[config.mk]
export PLATFORM = sky130hd
export DESIGN_NAME = sevenseg_scanner
export DESIGN_NICKNAME = d
export VERILOG_FILES = /design/src/rtl/sevenseg_scanner.sv
export SDC_FILE = /design/constraint.sdc
export NUM_CORES = 1
export LEC_CHECK = 0
export BUFFER_PORTS_ARGS = -buffer_cell sky130_fd_sc_hd__buf_2
export CAP_MARGIN = 20
export CORE_MARGIN = 4
export CORE_UTILIZATION = 35
export DETAILED_ROUTE_END_ITERATION = 16
export SLEW_MARGIN = 30
export SYNTH_ARGS = -nofsm -noshare
export SYNTH_HDL_FRONTEND = slang
export SYNTH_SLANG_ARGS = --single-unit
[constraint.sdc]
create_clock -name clock -period 2.2 [get_ports clock]
set_input_delay 0 -clock clock [delete_from_list [all_inputs] [get_ports clock]]
set_output_delay 0 -clock clock [all_outputs]
set_load 0.02 [all_outputs]
[src/rtl/sevenseg_scanner.sv]
// -----------------------------------------------------------------------------
// sevenseg_scanner
//
// Time-multiplexed driver for an 8-digit, common-anode seven-segment display
// with 16-step PWM brightness. Each digit owns a slot of 16 brightness phases.
// Each phase lasts TICKS_PER_PHASE clocks. A full frame is 8 slots. The data,
// the digit mask and the brightness are captured once per frame, so a frame is
// never drawn from a mix of old and new values.
//
// Ports
//   clock           : single clock
//   reset           : synchronous, active-high
//   sevenseg_data   : 8 bytes, digit i = [8i+7:8i], {dp,g,f,e,d,c,b,a}, 1 = lit
//   display_control : [0] enable, [11:4] digit mask, [19:16] brightness 0..15
//   anodes          : active-low digit selects, bit i = digit i (registered)
//   segments        : active-low cathodes, same order as data (registered)
//   frame_strobe    : one-cycle pulse in the cycle after each frame start
// -----------------------------------------------------------------------------
module sevenseg_scanner #(
    parameter int TICKS_PER_PHASE = 6250
) (
    input  logic        clock,
    input  logic        reset,
    input  logic [63:0] sevenseg_data,
    input  logic [31:0] display_control,
    output logic [7:0]  anodes,
    output logic [7:0]  segments,
    output logic        frame_strobe
);

    localparam int TICK_W = (TICKS_PER_PHASE > 1) ? $clog2(TICKS_PER_PHASE) : 1;
    localparam logic [TICK_W-1:0] TICK_LAST = TICK_W'(TICKS_PER_PHASE - 1);
    localparam logic [TICK_W-1:0] TICK_ONE  = TICK_W'(1);

    logic [TICK_W-1:0] tick_q, tick_d;
    logic [3:0]        phase_q, phase_d;
    logic [2:0]        digit_q, digit_d;

    logic [63:0]       shadow_data_q, shadow_data_d;
    logic [7:0]        shadow_mask_q, shadow_mask_d;
    logic [3:0]        shadow_bright_q, shadow_bright_d;

    logic [7:0]        anodes_q, anodes_d;
    logic [7:0]        segments_q, segments_d;
    logic              strobe_q, strobe_d;

    logic              enable;
    logic              frame_start;
    logic              lit;

    assign enable      = display_control[0];
    assign frame_start = enable && (digit_q == 3'd0) && (phase_q == 4'd0)
                         && (tick_q == '0);

    always_comb begin
        tick_d          = tick_q;
        phase_d         = phase_q;
        digit_d         = digit_q;
        shadow_data_d   = shadow_data_q;
        shadow_mask_d   = shadow_mask_q;
        shadow_bright_d = shadow_bright_q;

        // Odometer: tick -> phase -> digit. Disabled means parked at zero, so
        // the first enabled cycle is always a frame start.
        if (!enable) begin
            tick_d  = '0;
            phase_d = 4'd0;
            digit_d = 3'd0;
        end else if (tick_q == TICK_LAST) begin
            tick_d = '0;
            if (phase_q == 4'd15) begin
                phase_d = 4'd0;
                digit_d = digit_q + 3'd1;
            end else begin
                phase_d = phase_q + 4'd1;
            end
        end else begin
            tick_d = tick_q + TICK_ONE;
        end

        if (frame_start) begin
            shadow_data_d   = sevenseg_data;
            shadow_mask_d   = display_control[11:4];
            shadow_bright_d = display_control[19:16];
        end

        // Phase 0 is always dark to hide ghosting while the anode switches;
        // brightness b lights phases 1..b, so b = 0 never lights.
        lit = enable && (phase_q != 4'd0) && (phase_q <= shadow_bright_q)
              && shadow_mask_q[digit_q];

        anodes_d   = lit ? ~(8'h01 << digit_q) : 8'hFF;
        segments_d = lit ? ~shadow_data_q[{digit_q, 3'b000} +: 8] : 8'hFF;
        strobe_d   = frame_start;
    end

    always_ff @(posedge clock) begin
        if (reset) begin
            tick_q          <= '0;
            phase_q         <= 4'd0;
            digit_q         <= 3'd0;
            shadow_data_q   <= 64'd0;
            shadow_mask_q   <= 8'd0;
            shadow_bright_q <= 4'd0;
            anodes_q        <= 8'hFF;
            segments_q      <= 8'hFF;
            strobe_q        <= 1'b0;
        end else begin
            tick_q          <= tick_d;
            phase_q         <= phase_d;
            digit_q         <= digit_d;
            shadow_data_q   <= shadow_data_d;
            shadow_mask_q   <= shadow_mask_d;
            shadow_bright_q <= shadow_bright_d;
            anodes_q        <= anodes_d;
            segments_q      <= segments_d;
            strobe_q        <= strobe_d;
        end
    end

    assign anodes       = anodes_q;
    assign segments     = segments_q;
    assign frame_strobe = strobe_q;

endmodule

# == Yosys cells after proc, flatten, opt, wreduce, memory -nomap -nowiden ==
# Cells that the tools add are included.
# totals
register_bits,113
input_bits,98
output_inout_bits,17
word_cells,39
# classes
add_sub_neg,3
n_lt_le_gt_ge,2
eq_ne,2
shift,2
mux,3
bitwise_logic,4
n_reduce_logical,14
# ops
operator,count
variable part select 64 x 7 -> 8 bit,1
inverter 8 bit,2
adder 13 x 1 -> 13 bit (second input constant),1
== test 13 bit (second input constant),1
zero test 13 bit,1
<< shifter 1 x 3 -> 8 bit (first input constant),1
logical AND 1 bit,6
adder 4 x 1 -> 4 bit (second input constant),1
== test 4 bit (second input constant),1
<= comparator 4 bit,1
zero test 4 bit,1
less-than comparator 3 x 4 -> 1 bit (second input constant),1
2-to-1 mux 4 bit,1
nonzero test 4 bit,1
OR reduction 2 bit,2
adder 3 x 1 -> 3 bit (second input constant),1
binary-select mux 1 bit (select 3 bit),1
zero test 3 bit,1
OR reduction 3 bit,1
inverter 1 bit,2
AND reduction 2 bit,1
2-to-1 mux 1 bit,1

# == Depth between registers and ports, before layout ==
# Gate-level depths: netlist of the first run.
# depth
ltp_word,6
mapped_depth,10

# == Least setup slack after synthesis of the first run ==
# OpenSTA, ideal clock, no wires.
# synth_path
path_kind,register to register
startpoint,register digit_q[1]
endpoint,register shadow_bright_q[0]
setup_time_ns,0.132
t_arrival_ns,2.104
t_required_ns,2.068
path_slack_ns,-0.036
path_stages_with_launch,11
path_buffers,4
cell_sequence,dfxtp_1 -> buf_2 -> buf_1 -> inv_1 -> ha_1 -> nand2_1 -> or4_4 -> buf_6 -> buf_6 -> o21ai_1 -> a21oi_1
# synth_via
elab_chain_len,4
# synth_rtl
element,line_no,rtl
from (decl),37,"logic [2:0] digit_q, digit_d;"
from (signal assigned),111,digit_q <= digit_d;
zero test 3 bit,52,assign frame_start = enable && (digit_q == 3'd0) && (phase_q == 4'd0)
logical AND 1 bit (2 in a row),52,
logical AND 1 bit,53,&& (tick_q == '0);
to (signal assigned),114,shadow_bright_q <= shadow_bright_d;
to (decl),41,"logic [3:0] shadow_bright_q, shadow_bright_d;"
# Every way passes these cells.
# A chain may end at the register's enable or synchronous reset.

# == Worst setup path after layout of the first run ==
# layout_path
startpoint,register tick_q[1]
endpoint,register shadow_data_q[42]
# layout_via
elab_chain_len,2
# layout_rtl
element,line_no,rtl
from (decl),35,"logic [TICK_W-1:0] tick_q, tick_d;"
from (signal assigned),109,tick_q <= tick_d;
zero test 13 bit,53,
logical AND 1 bit,53,
to (signal assigned),112,shadow_data_q <= shadow_data_d;
to (decl),39,"logic [63:0] shadow_data_q, shadow_data_d;"
# Every way passes these cells.

==> summary.md, run 1 <==
| Metric | Value |
|---|---|
| Setup ws final | -47.6 ps |
| Clock Skew | 8.31 ps |
| Share of cells above drive strength 1 | 27.6% |
| Crit path required time | 2450 ps |
| Via density | 5.44 |
| Slew of the pin with the lowest slew margin | 880 ps |
| Via count | 5137 |
| Area grow syn2layout | 49.1% |
| TritonCTS Buffers | 17 |
| #FFs+latches synth | 113 |
| Largest net degree at the start of global routing | between 70 and 80 |
| Final hold viol count | 0 |
| Post-synth net total | 685 |
| Synth Area in Adders | 3.74% |
| Maxcap violations | 0 |
| H-tree levels | 4 |
| Worst EP arrival | 2490 ps |
| Post-synthesis xor/xnor area fraction | 2.09% |
| Remaining Overflow, GRT | 0 |
| Largest family of logic cells by synthesized area | simple AND/OR/NAND/NOR gates |
| Clock transition at path regs | 50 ps |
| Io pins | 115 |
| Commonest non-fill, non-tap cell in the layout | dfxtp_1 |
| Min Clock Period, post-route | roughly 2200 ps |
| Post-synthesis sequential area ratio | 45.1% |
| Setup crit end kind | flip-flop |
| Post-synth ARST share | 0% |
| FF/Latch Area | 0.00226 sq mm |
| Synth Instances | approximately 570 |
| Peak VDD IR | about 500 uV |
| Post-synthesis compound-gate area fraction | 17.3% |
| Peak Freq | 0.445 GHz |
| Antenna violations before repair | 0 |
| Cell variety after synth | 38 |
| Vias in the first global route | 4784 |
| GP Congestion | 0.806 |
| WL final | 17000 um |
| Die area | 0.0163 sq mm |
| Slew Limit Fails | 0 |
| Post-synth EDFFs | 0 |
| Tcrit/Tclk final | 102% |
| Hold_ws | 33.9 ps |
| Max_slew headroom | between 40% and 50% |
| Mux cell area share after synthesis | 8.08% |
| CTS root buf | clkbuf_16 |
| Leakage | about 2.9 nW |
| Post-DR wirelength/cell | 17.9 um |
| Fill cell count | 1239 |
| Dpl hpwl | around 9000 um |
| Unrepaired setup endpoints after global routing | true |
| Ys flop type | dfxtp_1 |
| Failing checks | negative setup slack |
| Core area | 0.0140 sq mm |
| Status | finished, violations left |
| Worst-path fanout max | 7 |
| Post-route ant nets | 0 |
| Starting density of the core | 35.9% |
| Nature of the critical path startpoint | flip-flop |
| Yosys warnings | 0 |
| # setup viols final | 11 |
| Power Density | between 700 and 800 mW/mm^2 |
| CTS tree | built |
| Row count | 43 |
| Clk_lat worst skew | 400 ps |
| Hold Crit Class | input port to flip-flop |
| GRT Util Overall | 17.9% |
| Final Util | 53.5% |
| Syn_area_per_cell | slightly below 9 sq um |
| DRC Markers | 0 |
| Worst slack, placed | -9.64 ps |
| Max clock buf depth | 2 |
| Simple-Gate Fraction of Synth Area | 17.8% |
| DRT iter0 DRCs | 470 |
| Die height | 128 um |
| First-pass GRT wire length | 23600 um |
| Final Net Count | 866 |
| Sinks on Clock Net | roughly 110 |
| Synthesized area | 0.00502 sq mm |
| Crit Path Category | flip-flop to flip-flop |
| Buffers on Ports | 95 |
| Die X | 128 um |
| 1st-pass router iterations | 5 |
| Leading cell types in the layout, fill and taps excluded | 112 x dfxtp_1, 95 x buf_2, 86 x nand3_1, 78 x a21oi_1, 77 x dlygate4sd3_1 |
| Area of the multi-input gates | approximately 0.0026 sq mm |
per-layer routing:
metal	track usage (%)	routed length (um)	vias to the layer above
met3	3.71	1260	38
met5	0	0	-
met2	29.1	7930	248
met1	23.4	7250	2421
met4	6.99	512	0
li1	-	-	2430
flip-flops by register name (all words and copies together) (netlist names):
| name | cells |
|---|---|
| digit_q | 3 |
| shadow_bright_q | 4 |
| anodes | 8 |
| tick_q | 13 |
| frame_strobe | 1 |
| shadow_data_q | 64 |
| segments | 8 |
| phase_q | 4 |
| shadow_mask_q | 8 |
what timing repair did:
action	in CTS	in global routing
buffers inserted	0	2
hold buffers	77	0
gates resized for setup	6	57
endpoints found under the setup margin	9	76
pin swaps	0	13
cloned	0	17
endpoints found under the hold margin	77	0
worst max-delay path, cell delays in order (launching register included):
cell and delay, ps:
dfxtp_2 320, inv_2 80, ha_4 120, or4b_4 480
or4_4 630, buf_6 190, o21ai_0 160, a21oi_1 100
where the power goes:
part	internal, mW	switching, mW	leakage, nW
clock	1.76	0.888	0.286
sequential	2.14	0.0471	0.924
combinational	0.368	0.309	1.70
synthesized netlist by cell type, types with 2 or more instances:
library cell	n	area share (%)
and4_1	2	0.35
o21a_1	2	0.30
a211oi_1	3	0.45
buf_4	4	0.60
clkbuf_1	29	2.2
xnor2_1	10	1.7
dfxtp_1	113	45
nor3_1	5	0.50
mux2_2	2	0.45
o21ai_0	38	3.8
a21oi_1	80	8.0
and3_1	2	0.25
buf_1	5	0.37
and2_1	3	0.37
buf_6	5	1.1
inv_1	12	0.90
nor2_1	16	1.2
o21ai_1	40	4.0
nor4_1	6	0.75
nand4_1	5	0.62
buf_2	8	0.80
mux4_2	17	7.6
xor2_1	2	0.35
or3_1	2	0.25
ha_1	15	3.7
nand2b_1	2	0.25
nand2_1	47	3.5
nand3_1	87	8.7
final timing paths:
check | to | from | depth (start not counted) | slack [ps]
max | shadow_data_q[42] | tick_q[1] | 7 | -50
min reg2reg | shadow_data_q[26] | shadow_data_q[26] | 2 | 460
min | phase_q[1] | display_control[0] | 3 | 30
max reg2reg | shadow_data_q[42] | tick_q[1] | 7 | -50
stage by stage:
| step | instance area [sq um] | total power [mW] | std cells | TNS [ps] |
|---|---|---|---|---|
| after floorplan | 5020 | 2.47 | 572 | 0 |
| after global placement | 5710 | 2.62 | 818 | 0 |
| after detailed placement | 5710 | 2.63 | 818 | -12.0 |
| after CTS | 7060 | 5.39 | 925 | -7.96 |
| after global routing | 7480 | 5.72 | 944 | -3220 |
| final | 7480 | 5.52 | 945 | -82.4 |
layout make-up:
type | instances | area share (%)
Antenna cell | 1 | 0.0334
Clock buffer | 24 | 6.57
Clock inverter | 6 | 1.07
Inverter | 12 | 0.602
Multi-Input combinational cell | 397 | 34.3
Sequential cell | 113 | 30.2
Tap cell | 180 | 3.01
Timing Repair Buffer | 212 | 24.2
kinds of logic (layout without fill, tap and decap cells):
family | Yosys count | in the layout
compound gates | 168 | 168
simple gates | 182 | 183
xor+xnor | 12 | 12
buf+inv | 63 | 254
other cells | 0 | 1
fa+ha+maj | 15 | 15
mux | 19 | 19
flops | 113 | 113
(Power assumes the default switching activity.)
==> run 2: changes to the inputs <==
--- a/config.mk
+++ b/config.mk
@@ -5,11 +5,13 @@
 export SDC_FILE = /design/constraint.sdc
 export NUM_CORES = 1
 export LEC_CHECK = 0
+export ABC_AREA = 1
 export BUFFER_PORTS_ARGS = -buffer_cell sky130_fd_sc_hd__buf_2
 export CAP_MARGIN = 20
 export CORE_MARGIN = 4
-export CORE_UTILIZATION = 35
+export CORE_UTILIZATION = 50
 export DETAILED_ROUTE_END_ITERATION = 16
+export PLACE_DENSITY = 0.77
 export SLEW_MARGIN = 30
 export SYNTH_ARGS = -nofsm -noshare
 export SYNTH_HDL_FRONTEND = slang
==> summary.md, run 2 <==
| Metric | Value |
|---|---|
| Power Density | 759 mW/mm^2 (+3.0%) |
| TritonCTS Buffers | 17 (unchanged) |
| 1st-pass router iterations | 6 (+1) |
| WL final | 15000 um (-12%) |
| Yosys warnings | 0 (unchanged) |
| CP cell instances | inv_2 > ha_1 > inv_2 > nor2_2 > nand2_1 > nor2_1 > nand3_4 > buf_12 > nand2_1 > nand2_1 > nor2_1 |
| Peak VDD IR | 469 uV (-7.1%) |
| Crit path required time | 2650 ps (+200 ps) |
| Via count | 5456 (+6.2%) |
| #FFs+latches synth | 113 (unchanged) |
| Grt met1 use | 29.5% (+6.0 points) |
| Hold Crit Class | input port to flip-flop |
| Slew of the pin with the lowest slew margin | 813 ps (-66.8 ps) |
| Worst r2r path cells | 11 (+4) |
| Fill cell count | 855 (-31%) |
| Synth top area cells | dfxtp_1 40%, nand2_1 16%, nor2_1 8.2% |
| Buffers on Ports | 95 (unchanged) |
| GP Congestion | 0.888 (+10%) |
| Met2 Usage GRT | 40.2% (+11 points) |
| Setup TNS | 0 ps (+82.4 ps) |
| Clk_lat worst skew | 520 ps (+120 ps) |
| DRT iter0 DRCs | 483 (+2.8%) |
| Largest delay share family, worst path | simple AND/OR/NAND/NOR gates |
| Peak Freq | 0.544 GHz (+22%) |
| Post-synth EDFFs | 0 (unchanged) |
| CTS root buf | clkbuf_8 |
| Area grow syn2layout | 34.5% |
| Io pins | 115 (unchanged) |
| Tcrit/Tclk final | 83.5% (-19 points) |
| Sinks on Clock Net | 113 (unchanged) |
| Layout Cells excl Fill | 1160 (+23%) |
| Critical path launch point | digit_q[0] |
| Post-synthesis sequential area ratio | 40.3% (-4.7 points) |
| Most common cell in the netlist | nand2_1 |
| Leakage | 3.59 nW (+24%) |
| Biggest regs | shadow_data_q: 64 flops, tick_q: 13 flops |
| Most frequent CP cell | nand2_1 |
| Via density | 4.70 (-13%) |
| Remaining Overflow, GRT | 0 (unchanged) |
| Vias in the first global route | 5293 (+11%) |
| Post-synth ARST share | 0% (unchanged) |
| Post-DR wirelength/cell | 12.9 um (-28%) |
| Most flops, register | shadow_data_q |
| Die height | 114 um (-11%) |
| Synth top area share | 40.3% (-4.7 points) |
| Worst-path fanout max | 57 (+50) |
| Core area | 0.0109 sq mm (-22%) |
| Max clock buf depth | 2 (unchanged) |
| Crit path to | shadow_data_q[28] |
| Starting density of the core | 51.5% (+16 points) |
| Setup crit end kind | flip-flop |
| Crit Path Category | flip-flop to flip-flop |
| Largest stage delay, worst path | 320 ps (-310 ps) |
| Hold buffers post-CTS | 78 (+1.3%) |
| Maxcap violations | 0 (unchanged) |
| Postcts setup bufs | 0 (unchanged) |
| Final hold viol count | 0 (unchanged) |
| H-tree levels | 4 (unchanged) |
| First-pass GRT wire length | 24600 um (+4.3%) |
| Share of cells above drive strength 1 | 21.1% (-6.5 points) |
| Worst slack, placed | 400 ps (+410 ps) |
| Leading cell types in the layout, fill and taps excluded | 242 x nand2_1, 123 x nor2_1, 113 x dfxtp_1, 108 x inv_1, 95 x buf_2 |
| Slew Limit Fails | 0 (unchanged) |
| Die X | 114 um (-11%) |
| Largest register FFs | 64 (unchanged) |
| CP Buf/Inv Count | 3 (+1) |
| CTS resizes | 0 (-6) |
| Largest net degree at the start of global routing | 77 (-2.5%) |
| Post-synth net total | 956 (+40%) |
| Most used routing layer | met2 |
| Cells after DPL | 1051 (+28%) |
| CTS tree | built |
| # setup viols final | 0 (-11) |
| Met3 usage | 6.05% (+2.3 points) |
| Post-route ant nets | 0 (unchanged) |
| Synthesized area | 0.00561 sq mm (+12%) |
| FF-to-FF Start | digit_q[0] |
| Final Util | 69.3% (+16 points) |
| Ant diodes | 0 (-1) |
| Area leader, netlist | dfxtp_1 |
| Max_slew headroom | 45.8% (+4.5 points) |
| Syn_area_per_cell | 6.65 sq um (-24%) |
| Clock Skew | 7.48 ps (-0.827 ps) |
| Critical Path Stages | 11 (+4) |
| FF-to-FF End | shadow_data_q[28] |
| Reg2Reg Setup Slack | 360 ps (+410 ps) |
| Hold_ws | 239 ps (+205 ps) |
| DRC Markers | 0 (unchanged) |
| Die area | 0.0130 sq mm (-20%) |
| Min Clock Period, post-route | 1840 ps (-411 ps) |
| Cell variety after synth | 23 (-39%) |
| Commonest cells post-synth | 242 x nand2_1, 123 x nor2_1, 113 x dfxtp_1, 109 x inv_1, 71 x nor2_2 |
| Worst EP arrival | 2290 ps (-200 ps) |
| Antenna violations before repair | 0 (unchanged) |
| Nature of the critical path startpoint | flip-flop |
| Unrepaired setup endpoints after global routing | false |
| Commonest non-fill, non-tap cell in the layout | nand2_1 |
| Final Net Count | 1121 (+29%) |
| Clock transition at path regs | 60 ps (about the same) |
| Synth Instances | 843 (+47%) |
| Status | completed |
| Ys flop type | dfxtp_1 |
| GRT Util Overall | 23.8% (+5.9 points) |
| Slowest stage cell, crit path | dfxtp_1 |
| Dpl hpwl | 8890 um (-2.0%) |
| Setup ws final | 363 ps (+411 ps) |
| Row count | 38 (-12%) |
[run 2: cell types whose count changed after synthesis, sizes merged, moves of 17 or more]
cell   delta
a21oi    -36
nand3    -57
nand2   +195
o21ai    -45
inv     +103
nor2    +178
mux4     -17
[run 2: cells by family (layout without fill, tap and decap cells)]
logic type	after synthesis	after routing	synth area share, %
compound gates	78	78	7.00
xor+xnor	5	5	0.781
fa+ha+maj	15	15	3.35
flops	113	113	40.3
buf+inv	153	330	11.9
simple gates	479	479	36.7
[run 2: layer usage]
layer,wire (um),vias up
met5,0,-
li1,-,2878
met4,371,0
met3,799,29
met2,7230,150
met1,6580,2399
[run 2: final cells by class]
type | count | area [sq um] | share of cell area (%)
inverters | 115 | 432 | 5.72
clock inverters | 10 | 159 | 2.11
well taps | 140 | 175 | 2.32
multi-input cells | 577 | 2690 | 35.7
repair buffers | 184 | 1380 | 18.2
flip-flops and latches | 113 | 2260 | 30.0
clock buffers | 21 | 449 | 5.96
[run 2: worst min-delay path by stage]
stage                                  from                end  cells past startpoint
after floorplan                       reset       frame_strobe                      1
after global placement                reset       frame_strobe                      2
after detailed placement              reset       frame_strobe                      2
after CTS                             reset       frame_strobe                      3
after global routing      sevenseg_data[17]  shadow_data_q[17]                      4
final                                 reset       frame_strobe                      3
[run 2: report_power, final]
group	switching (mW)	internal, mW	total, mW
sequential	0.0517	2.17	2.22
clock	0.924	1.89	2.81
combinational	0.378	0.311	0.688
[run 2: stage by stage]
stage / area (sq um) / total power [mW]
CTS: 7540 / 5.73
finish: 7540 / 5.72
global placement: 6150 / 2.81
detailed placement: 6150 / 2.82
floorplan: 5610 / 2.66
global route: 7540 / 5.96
[run 2: worst register-to-register path, cell delays in order, from the launching register on]
cell and delay [ps]:
dfxtp_1 320, inv_2 50, ha_1 190, inv_2 50, nor2_2 110, nand2_1 60
nor2_1 170, nand3_4 240, buf_12 290, nand2_1 110, nand2_1 60, nor2_1 120
